==> config.mk <==
export PLATFORM = sky130hd
export DESIGN_NAME = mult_share_ctrl_flat
export DESIGN_NICKNAME = d
export VERILOG_FILES = /design/src/rtl/mult_share_ctrl_if.sv /design/src/rtl/mult_share_ctrl.sv /design/src/flat_wrapper.sv
export SDC_FILE = /design/constraint.sdc
export NUM_CORES = 1
export LEC_CHECK = 0
export CAP_MARGIN = 40
export CORE_MARGIN = 10
export CORE_UTILIZATION = 33
export DETAILED_ROUTE_END_ITERATION = 16
export HOLD_SLACK_MARGIN = 0.15
export MAX_ROUTING_LAYER = met4
export PLACE_DENSITY = 0.69
export SLEW_MARGIN = 0
export SYNTH_ARGS = -nofsm -noshare
export SYNTH_HDL_FRONTEND = slang
export SYNTH_SLANG_ARGS = --single-unit
export TNS_END_PERCENT = 50
==> constraint.sdc <==
create_clock -name clk -period 1.3 [get_ports clk]
set_input_delay 0.26 -clock clk [delete_from_list [all_inputs] [get_ports clk]]
set_output_delay 0.26 -clock clk [all_outputs]
set_load 0.02 [all_outputs]
==> src/rtl/mult_share_ctrl_if.sv <==
// rtl/mult_share_ctrl_if.sv - request/response and shared-multiplier signal bundle for mult_share_ctrl
interface mult_share_ctrl_if #(
    parameter int WIDTH = 4
);
    logic                 req0_valid;
    logic                 req0_ready;
    logic [WIDTH-1:0]     req0_a;
    logic [WIDTH-1:0]     req0_b;
    logic                 req1_valid;
    logic                 req1_ready;
    logic [WIDTH-1:0]     req1_a;
    logic [WIDTH-1:0]     req1_b;
    logic                 rsp0_valid;
    logic                 rsp0_ready;
    logic                 rsp1_valid;
    logic                 rsp1_ready;
    logic [2*WIDTH-1:0]   rsp_p;
    logic [WIDTH-1:0]     mul_a;
    logic [WIDTH-1:0]     mul_b;
    logic [2*WIDTH-1:0]   mul_y;
    logic                 busy;

    // Requesters and the multiplier array side of the controller
    modport master (
        output req0_valid, req0_a, req0_b,
        output req1_valid, req1_a, req1_b,
        output rsp0_ready, rsp1_ready, mul_y,
        input  req0_ready, req1_ready,
        input  rsp0_valid, rsp1_valid, rsp_p,
        input  mul_a, mul_b, busy
    );

    // The controller itself
    modport slave (
        input  req0_valid, req0_a, req0_b,
        input  req1_valid, req1_a, req1_b,
        input  rsp0_ready, rsp1_ready, mul_y,
        output req0_ready, req1_ready,
        output rsp0_valid, rsp1_valid, rsp_p,
        output mul_a, mul_b, busy
    );
endinterface

==> src/rtl/mult_share_ctrl.sv <==
// rtl/mult_share_ctrl.sv - two-requester arbiter sharing one multiplier; MULT_SHARE_RR_EN selects round-robin
module mult_share_ctrl #(
    parameter int WIDTH    = 4,
    parameter int MUL_WAIT = 1
) (
    input  logic               clk,
    input  logic               rst,
    mult_share_ctrl_if.slave   ms
);

    typedef enum logic [1:0] {
        IDLE = 2'd0,
        BUSY = 2'd1,
        RESP = 2'd2
    } state_t;

    // Capture happens on the BUSY edge where the counter reaches this value
    localparam logic [3:0] CNT_LAST = 4'(MUL_WAIT - 1);

    state_t               state;
    state_t               state_nxt;
    logic [3:0]           cnt;
    logic [WIDTH-1:0]     op_a;
    logic [WIDTH-1:0]     op_b;
    logic                 gnt;
    logic [2*WIDTH-1:0]   prod;
    logic                 gnt_sel;
    logic                 accept;
    logic                 any_valid;
    logic                 rsp_taken;

    assign any_valid = ms.req0_valid | ms.req1_valid;
    assign rsp_taken = gnt ? ms.rsp1_ready : ms.rsp0_ready;

`ifdef MULT_SHARE_RR_EN
    logic last_gnt;

    // Round-robin: on a tie the requester that did not win last time is granted
    always_comb begin
        gnt_sel = 1'b0;
        if (!ms.req0_valid) begin
            gnt_sel = 1'b1;
        end else if (ms.req1_valid) begin
            gnt_sel = !last_gnt;
        end
    end

    // Remember the winner of each accept; reset value lets requester 0 win first
    always_ff @(posedge clk or posedge rst) begin
        if (rst) begin
            last_gnt <= 1'b1;
        end else if (accept) begin
            last_gnt <= gnt_sel;
        end
    end
`else
    // Fixed priority: requester 0 wins whenever it is valid
    always_comb begin
        gnt_sel = !ms.req0_valid;
    end
`endif

    // State register
    always_ff @(posedge clk or posedge rst) begin
        if (rst) begin
            state <= IDLE;
        end else begin
            state <= state_nxt;
        end
    end

    // Next state, grant handshake and response valids
    always_comb begin
        state_nxt     = state;
        accept        = 1'b0;
        ms.req0_ready = 1'b0;
        ms.req1_ready = 1'b0;
        unique case (state)
            IDLE: begin
                if (any_valid) begin
                    accept        = 1'b1;
                    ms.req0_ready = !gnt_sel;
                    ms.req1_ready = gnt_sel;
                    state_nxt     = BUSY;
                end
            end
            BUSY: begin
                if (cnt == CNT_LAST) begin
                    state_nxt = RESP;
                end
            end
            RESP: begin
                if (rsp_taken) begin
                    state_nxt = IDLE;
                end
            end
            default: begin
                state_nxt = IDLE;
            end
        endcase
    end

    // Operand latch, grant record, settle counter and product capture
    always_ff @(posedge clk or posedge rst) begin
        if (rst) begin
            op_a <= '0;
            op_b <= '0;
            gnt  <= 1'b0;
            cnt  <= '0;
            prod <= '0;
        end else if (accept) begin
            op_a <= gnt_sel ? ms.req1_a : ms.req0_a;
            op_b <= gnt_sel ? ms.req1_b : ms.req0_b;
            gnt  <= gnt_sel;
            cnt  <= '0;
        end else if (state == BUSY) begin
            cnt <= cnt + 4'd1;
            if (cnt == CNT_LAST) begin
                prod <= ms.mul_y;
            end
        end
    end

    // Operands stay on the multiplier between transactions; product is held until handshake
    always_comb begin
        ms.mul_a      = op_a;
        ms.mul_b      = op_b;
        ms.rsp_p      = prod;
        ms.rsp0_valid = (state == RESP) && !gnt;
        ms.rsp1_valid = (state == RESP) && gnt;
        ms.busy       = (state != IDLE);
    end

endmodule

==> src/flat_wrapper.sv <==
// flat-port wrapper written by rule: the top's interface ports become plain ports
module mult_share_ctrl_flat 
#(
    parameter int WIDTH    = 4,
    parameter int MUL_WAIT = 1
)
  (clk, rst, ms_req0_valid, ms_req0_a, ms_req0_b, ms_req1_valid, ms_req1_a, ms_req1_b, ms_rsp0_ready, ms_rsp1_ready, ms_mul_y, ms_req0_ready, ms_req1_ready, ms_rsp0_valid, ms_rsp1_valid, ms_rsp_p, ms_mul_a, ms_mul_b, ms_busy);
  mult_share_ctrl_if #(.WIDTH(WIDTH)) ms_i ();
  input  logic clk;
  input  logic rst;
  input wire logic [$bits(ms_i.req0_valid)-1:0] ms_req0_valid;
  input wire logic [$bits(ms_i.req0_a)-1:0] ms_req0_a;
  input wire logic [$bits(ms_i.req0_b)-1:0] ms_req0_b;
  input wire logic [$bits(ms_i.req1_valid)-1:0] ms_req1_valid;
  input wire logic [$bits(ms_i.req1_a)-1:0] ms_req1_a;
  input wire logic [$bits(ms_i.req1_b)-1:0] ms_req1_b;
  input wire logic [$bits(ms_i.rsp0_ready)-1:0] ms_rsp0_ready;
  input wire logic [$bits(ms_i.rsp1_ready)-1:0] ms_rsp1_ready;
  input wire logic [$bits(ms_i.mul_y)-1:0] ms_mul_y;
  output wire logic [$bits(ms_i.req0_ready)-1:0] ms_req0_ready;
  output wire logic [$bits(ms_i.req1_ready)-1:0] ms_req1_ready;
  output wire logic [$bits(ms_i.rsp0_valid)-1:0] ms_rsp0_valid;
  output wire logic [$bits(ms_i.rsp1_valid)-1:0] ms_rsp1_valid;
  output wire logic [$bits(ms_i.rsp_p)-1:0] ms_rsp_p;
  output wire logic [$bits(ms_i.mul_a)-1:0] ms_mul_a;
  output wire logic [$bits(ms_i.mul_b)-1:0] ms_mul_b;
  output wire logic [$bits(ms_i.busy)-1:0] ms_busy;
  assign ms_i.req0_valid = ms_req0_valid;
  assign ms_i.req0_a = ms_req0_a;
  assign ms_i.req0_b = ms_req0_b;
  assign ms_i.req1_valid = ms_req1_valid;
  assign ms_i.req1_a = ms_req1_a;
  assign ms_i.req1_b = ms_req1_b;
  assign ms_i.rsp0_ready = ms_rsp0_ready;
  assign ms_i.rsp1_ready = ms_rsp1_ready;
  assign ms_i.mul_y = ms_mul_y;
  assign ms_req0_ready = ms_i.req0_ready;
  assign ms_req1_ready = ms_i.req1_ready;
  assign ms_rsp0_valid = ms_i.rsp0_valid;
  assign ms_rsp1_valid = ms_i.rsp1_valid;
  assign ms_rsp_p = ms_i.rsp_p;
  assign ms_mul_a = ms_i.mul_a;
  assign ms_mul_b = ms_i.mul_b;
  assign ms_busy = ms_i.busy;
  mult_share_ctrl #(.WIDTH(WIDTH), .MUL_WAIT(MUL_WAIT)) u_core (.clk(clk), .rst(rst), .ms(ms_i));
endmodule
### Yosys cells after proc, flatten, opt, wreduce, memory -nomap -nowiden

Cells that the tools add are included.

* flip-flop bits (word level): 23
* output and inout bits: 21
* ROM bits: 0
* input bits: 30
* word-level logic and storage cells: 39
* bits in writable memories: 0
* latch bits: 0
* memories kept: 0

* multiplexer cells: 15
* div/mod/pow operators: 0
* bitwise operators: 2
* order comparisons: 0
* shift-type cells: 0
* $mul: 0
* reduce and logical (&&, ||, !) cells: 10
* add/subtract/negate cells: 1
* equal/unequal tests: 5

Operators with widths (count)
* $mux 4: 4
* $mux 1: 7
* $mux 2: 3
* $ne 2x1->1 const B: 3
* $pmux 2 s3: 1
* $reduce_and 3->1: 2
* $add 4x1->4 const B: 1
* $logic_not 4->1: 1
* $reduce_bool 2->1: 2
* $eq 2x1->1 const B: 1
* $eq 2x2->1 const B: 1
* $logic_and 1x1->1: 2
* $logic_not 1->1: 2
* $logic_not 2->1: 1
* $not 1->1: 1
* $or 1x1->1: 1

### Logic depth before layout (Yosys ltp)

Gate-level depths: netlist of run 1.

* depth in word-level cells: 5
* gate-level depth with buffers: 5
* depth with buffers taken out: 5

### Worst setup path before layout of run 1

No wires, ideal clock.

* kind: register -> register
* start point: reg u_core.cnt[0]
* end point: reg u_core.prod[0], in the netlist u_core.ms.rsp_p[0]
* period minus slack after synthesis: 1377 ps
* arrival: 1252 ps
* required time: 1175 ps
* stages on the path, launching flop included: 6
* slack: -77 ps
* library setup time: 125 ps
* cells stage by stage: dfrtp_1 inv_1 ha_1 nor3b_2 nand2_4 mux2_4

* cells in the longest elaborated chain, start to end: 2

Ends and longest elaborated chain
* from (decl): line mult_share_ctrl.sv:22 `logic [3:0] cnt;`
* from (signal assigned): line mult_share_ctrl.sv:117 `cnt <= cnt + 4'd1;`
* $logic_not 4->1: line mult_share_ctrl.sv:118 `if (cnt == CNT_LAST) begin`
* $reduce_and 3->1 (no line)
* to (signal assigned): line mult_share_ctrl.sv:119 `prod <= ms.mul_y;`
* to (decl): line mult_share_ctrl.sv:26 `logic [2*WIDTH-1:0] prod;`

Every way passes these cells.
A chain may end at the register's enable or synchronous reset.

### Final worst setup path of run 1

* start point: reg u_core.state[0]
* end point: out ms_rsp1_valid

* cells in the longest elaborated chain, start to end: 2

Ends and longest elaborated chain
* from (decl): line mult_share_ctrl.sv:20 `state_t state;`
* from (signal assigned): line mult_share_ctrl.sv:68 `state <= state_nxt;`
* $eq 2x2->1: line mult_share_ctrl.sv:130 `ms.rsp1_valid = (state == RESP) && gnt;`
* $logic_and 1x1->1: line mult_share_ctrl.sv:130
* to (decl): line flat_wrapper.sv:23 `output wire logic [$bits(ms_i.rsp1_valid)-1:0] ms_rsp1_valid;`

Every way passes these cells.

==> impl_metrics.ini, run 1 <==
[run_status]
status = finished, violations left
violations = negative setup slack

[die]
rows = 20
ios = 51
dieArea_um2 = 6080
start_util_pct = 35.4
core_um2 = 3130
die_h_um = 78.0
die_width_um = 78.0

[global_routing]
grt_pass1_vias = 1066
grt_pass1_wl_um = 4980
track_usage_pct = 10.1
grt_overflow_total = 0
grt_max_degree = 24
antenna_found_initial = 0

[worst_setup_path]
arrival_ns = 1.25
r2r_start = u_core.cnt[1]$_DFFE_PP0P_
critPathCaptureType = output port
r2r_end = u_core.ms.rsp_p[5]$_DFFE_PP0P_
crit_type = flop to output port
crit_start = u_core.state[0]$_DFFE_PP0P_
critPathMaxFanout = 3
ff2ff_setup_slack_ns = -0.19
crit_path_start_kind = flop
reg2regPathDepth = 5
cp.required_ns = 1.04

[sta]
skew_ns = 0.00899
period_needed_ns = 1.51
max_freq_mhz = 663
rsz0062_at_grt = yes
slew_headroom_pct = 80.1
worst_slew_pin_slew_ns = 0.299
whs_ns = 0.283
maxSlewViolCount = 0
period_share_pct = 116
hold_viol_final = 0
timing.final.ws_setup_ns = -0.207
setup_viol = 16

[clocking]
cts_sinks = 23
hold_buffers = 0
clkLatencyLatePin_ns = 0.30
cts_tree = done
numCtsBuffers = 3
htreeDepth = 1
clockRootBuffer = clkbuf_4
clkTransAtPathRegs_ns = 0.13
clock_path_buffers = 2

[routing]
highest-signal-layer = met4
dr_wl_met2_um = 1550
postRouteAntennaNets = 0
wl_um = 3240
dr_wl_met3_um = 135
wl_met1_um = 1520
drc = 0
drt_first_pass_iters = 4
wl_per_cell_um = 15.3
drt_iter0_markers = 23
vias = 982
via_per_inst = 4.65

[pwr]
netSwitchingPower_mw = 1.63
vdd_ir_drop_max_v = 0.00100
p_leak_nw = 0.885
pwr_density_cell_nw_per_um2 = 2240
p_comb_share_pct = 61.3
p_clk_share_pct = 7.9
p_int_mw = 2.47
p_sw_share_pct = 39.7
seqPwrFrac_pct = 30.7

[placed_design]
post-dp-hpwl_um = 2490
gp_congestion = 0.772
numPortBuffers = 50
placed_area_um2 = 1810

[final_layout]
final_cell_mix = 29 x clkdlybuf4s50_1, 23 x dfrtp_1, 20 x buf_4
syn_to_final_growth_pct = 64.7
final_common_cell = clkdlybuf4s50_1
num_antenna_cells = 0
stdcell_area_um2 = 1830
fin_util_pct = 58.4
drive_gt1_share_pct = 34.7
finalNetCount = 200

[yosys]
ys_seq_area_share_pct = 51.9
synthTopCellsByArea = dfrtp_1 52%, mux2_4 11%, mux2i_1 7.2%
syn_area_per_cell_um2 = 11.8
synth_largest_area_cell = dfrtp_1
synth_top_area_share_pct = 51.9
synth_cells = 94
syn-num-nets = 126
synth_warnings = 0
synth_seq_cells = 23
synth.distinct_cells = 29
netlist_area_um2 = 1110

[job]
drv_cap = 0

[worst_hold_path]
hp-class = input port to asynchronous set/reset pin
-- worst max-delay path: stages (launching register included) --
cell,delay (ns)
dfrtp_1,0.42
or2b_1,0.26
nor2_2,0.13
buf_6,0.13
-- cell usage after synthesis --
library cell and instances:
nand3_1 1, inv_2 1, dfrtp_1 23, ha_1 2, xnor2_1 1, or2b_1 1
mux2_2 1, a22o_1 1, nand2_1 1, nand2_4 1, a21oi_1 1, and3_1 1
mux2_4 8, nand2b_1 1, buf_2 3, and2_1 2, o21ai_1 10, nor3_1 1
nor2b_4 1, nor3b_2 1, o211a_1 1, o211ai_1 1, o21ai_0 10, nor2_1 5
nand3b_1 1, nor2_2 1, inv_1 4, mux2i_1 8, or3_1 1
-- routing by layer --
metal,track usage (%),vias up
li1,-,481
met1,12.2,462
met2,16.7,37
met3,1.38,2
met4,3.76,0
met5,-,-
-- worst max path at each step --
stage / end / cells past startpoint
finish: ms_rsp1_valid / 3
global route: ms_rsp1_valid / 3
CTS: ms_rsp1_valid / 3
detailed placement: ms_req0_ready / 3
global placement: ms_req0_ready / 3
floorplan: u_core.ms.rsp_p[0]$_DFFE_PP0P_ / 5
-- state kept, by name, summed over array words and instances, names as in the netlist --
register	count
u_core.cnt	4
u_core.gnt	1
u_core.state	2
u_core.ms.mul_b	4
u_core.ms.rsp_p	8
u_core.ms.mul_a	4
-- cell families after synthesis --
kind of cell,after synthesis,synth area share [%]
simple gates,19,11.1
mux,17,19.1
xor+xnor,1,0.790
buf+inv,8,3.05
flops,23,51.9
compound gates,24,11.9
fa+ha+maj,2,2.26
-- layout make-up --
class                           instances  area [µm²]
Inverter                                5        21.3
Clock buffer                            4        26.3
Tap cell                               44        55.1
Sequential cell                        23         576
Fill cell                             284        1300
Multi-Input combinational cell         64         529
Timing Repair Buffer                   71         618
-- power by group through the flow --
stage / registers [mW] / clock network (mW) / logic (mW)
finish: 1.26 / 0.325 / 2.51
global route: 1.31 / 0.360 / 2.71
CTS: 1.25 / 0.337 / 2.45
detailed placement: 1.27 / 0 / 2.55
global placement: 1.25 / 0 / 2.51
floorplan: 1.58 / 0 / 1.00
-- through the flow --
stage                     setup slack [ns]  setup TNS [ns]  power (mW)  std cells
after CTS                           -0.220           -2.08        4.04        209
after detailed placement            -0.483           -6.22        3.82        205
after global routing                -0.289           -4.07        4.38        211
final                               -0.207           -2.46        4.10        211
after global placement              -0.456           -5.54        3.76        205
after floorplan                    -0.0595          -0.476        2.58         94
-- repair_timing --
item,4_1_cts,5_1_grt
gates resized for setup,58,29
endpoints found under the setup margin,39,40
pin swaps,2,5
setup buffers,0,1
hold endpoints to repair,0,0
cloned,0,1
Power figures use the tool's default switching activity.
==> run 2, diff against run 1 <==
--- a/config.mk
+++ b/config.mk
@@ -5,13 +5,14 @@
 export SDC_FILE = /design/constraint.sdc
 export NUM_CORES = 1
 export LEC_CHECK = 0
+export ABC_AREA = 0
 export CAP_MARGIN = 40
 export CORE_MARGIN = 10
-export CORE_UTILIZATION = 33
+export CORE_UTILIZATION = 36
 export DETAILED_ROUTE_END_ITERATION = 16
 export HOLD_SLACK_MARGIN = 0.15
 export MAX_ROUTING_LAYER = met4
-export PLACE_DENSITY = 0.69
+export PLACE_DENSITY = 0.74
 export SLEW_MARGIN = 0
 export SYNTH_ARGS = -nofsm -noshare
 export SYNTH_HDL_FRONTEND = slang
==> run 2 against run 1 <==
  * The flow still finishes with violations (negative setup slack)
  * Critical path type unchanged
  * Critical endpoint unchanged
  * Sequential cell count is the same
  * Clock power up 8.3%
  * Critical path depth did not move
  * Non-clock buffer count grew 3
  * Via count increased by 3.4%
  * Count of clock-buffer cells in the layout down 1
  * Global-route usage grew 1.5 points
==> impl_metrics.ini, run 2 (synthesis results as in run 1) <==
[worst_setup_path]
crit_chain = or2b_1 > nor2_1 > buf_4
cp.required_ns = 1.04
reg2regPathDepth = 6
r2r_end = u_core.cnt[3]$_DFFE_PP0P_
critPathCaptureType = output port
r2r_start = u_core.state[1]$_DFFE_PP0P_
critPathMaxFanout = 3
crit_path_start_kind = flop
crit_type = flop to output port
arrival_ns = 1.27
slowest_delay_ns = 0.43
ff2ff_setup_slack_ns = -0.20
crit_slowest_cell = dfrtp_1

[sta]
period_needed_ns = 1.53
maxSlewViolCount = 0
slew_headroom_pct = 79.4
rsz0062_at_grt = yes
setup_viol = 15
hold_viol_final = 0
skew_ns = 0.0131
timing.final.ws_setup_ns = -0.230
max_freq_mhz = 654
period_share_pct = 118
worst_slew_pin_slew_ns = 0.309

[clocking]
hold_buffers = 0
clockRootBuffer = clkbuf_4
cts_tree = done
numCtsBuffers = 3
clkTransAtPathRegs_ns = 0.14
clkLatencyLatePin_ns = 0.33
cts_sinks = 23
clock_path_buffers = 2
htreeDepth = 1

[placed_design]
dpl.cell_count = 194
numPortBuffers = 50
gp_congestion = 0.755
post-dp-hpwl_um = 2440

[die]
die_width_um = 75.5
start_util_pct = 36.9
ios = 51
core_um2 = 3000
die_h_um = 75.5
dieArea_um2 = 5700
rows = 20

[final_layout]
num_antenna_cells = 0
drive_gt1_share_pct = 40.6
fill_cells = 251
largest_register_ffs = 8
final_cell_mix = 29 x clkdlybuf4s50_1, 25 x buf_4, 23 x dfrtp_1
syn_to_final_growth_pct = 64.4
finalNetCount = 203
final_common_cell = clkdlybuf4s50_1
instances_no_fill = 203

[global_routing]
grt_max_degree = 24
track_usage_pct = 11.6
grt_pass1_wl_um = 5060
grt_pass1_vias = 1053
antenna_found_initial = 0
grt_overflow_total = 0

[job]
drv_cap = 0

[run_status]
violations = negative setup slack
status = finished, violations left

[pwr]
p_total_mw = 4.17
p_leak_nw = 0.909
pwr_density_cell_nw_per_um2 = 2290
vdd_ir_drop_max_v = 0.000857

[routing]
drt_first_pass_iters = 4
via_per_inst = 5.00
wl_per_cell_um = 16.1
drt_iter0_markers = 13
drc = 0
wl_um = 3270
postRouteAntennaNets = 0
vias = 1015

[worst_hold_path]
hp-class = input port to asynchronous set/reset pin
[run 2: changes by cell type in the layout (fill, tap and decap cells not counted), moves of 2 or more]
cell             previous run  this run
clkbuf_2                   10        14
o21ai_0                     2         8
buf_4                      20        25
clkdlybuf4s15_1             6         1
o21ai_1                    18        11
buf_6                       6         4
[run 2: layout make-up]
cell class | instances | area [µm²] | area share [%]
repair buffers | 74 | 614 | 33.7
well taps | 33 | 41.3 | 2.26
clock inverters | 1 | 5.00 | 0.275
flip-flops and latches | 23 | 576 | 31.6
clock buffers | 3 | 22.5 | 1.24
inverters | 5 | 21.3 | 1.17
multi-input cells | 64 | 543 | 29.8
[run 2: critical path, delay by kind of cell, from the launching register on]
family | cells | cell delay, ns
simple gates | 2 | 0.36
flops | 1 | 0.43
buf+inv | 1 | 0.16
[run 2: per-stage QoR]
step                      instance area, µm²  hold slack (ns)  TNS [ns]  util (%)  worst slack, ns
after CTS                               1840            0.270     -2.48      61.4           -0.240
final                                   1820            0.254     -2.55      60.7           -0.230
after global placement                  1790            0.489     -6.31      59.7           -0.457
after global routing                    1820            0.313     -3.71      60.7           -0.293
after floorplan                         1110            0.262    -0.476         -          -0.0595
after detailed placement                1790            0.501     -7.07      59.7           -0.484
[run 2: how the worst max path moves through the flow]
stage	start	to	slack [ns]	cells past startpoint
CTS	u_core.state[0]$_DFFE_PP0P_	ms_rsp1_valid	-0.24	3
finish	u_core.state[0]$_DFFE_PP0P_	ms_rsp1_valid	-0.23	3
floorplan	u_core.cnt[0]$_DFFE_PP0P_	u_core.ms.rsp_p[0]$_DFFE_PP0P_	-0.06	5
detailed placement	ms_req0_valid	ms_req0_ready	-0.48	3
global route	u_core.state[0]$_DFFE_PP0P_	ms_rsp1_valid	-0.29	3
global placement	ms_req0_valid	ms_req0_ready	-0.46	3
[run 2: what timing repair did]
| item | 4_1_cts | 5_1_grt |
|---|---|---|
| resized for setup | 64 | 23 |
| pin swaps | 3 | 2 |
| setup endpoints to repair | 33 | 38 |
| cloned | 0 | 1 |
| buffers inserted | 2 | 2 |
| hold endpoints to repair | 0 | 0 |
[run 2: power by group]
| group | internal, mW | switching, mW |
|---|---|---|
| Combinational | 1.32 | 1.23 |
| Clock | 0.115 | 0.236 |
| Sequential | 1.05 | 0.208 |
| Total | 2.49 | 1.68 |
[run 2: routing by layer]
layer / vias up / track usage, % / wire length, µm
met2: 39 / 20.1 / 1590
met4: 0 / 5.57 / 65
li1: 482 / - / -
met5: - / - / 0
met3: 7 / 2.34 / 222
met1: 487 / 12.4 / 1390
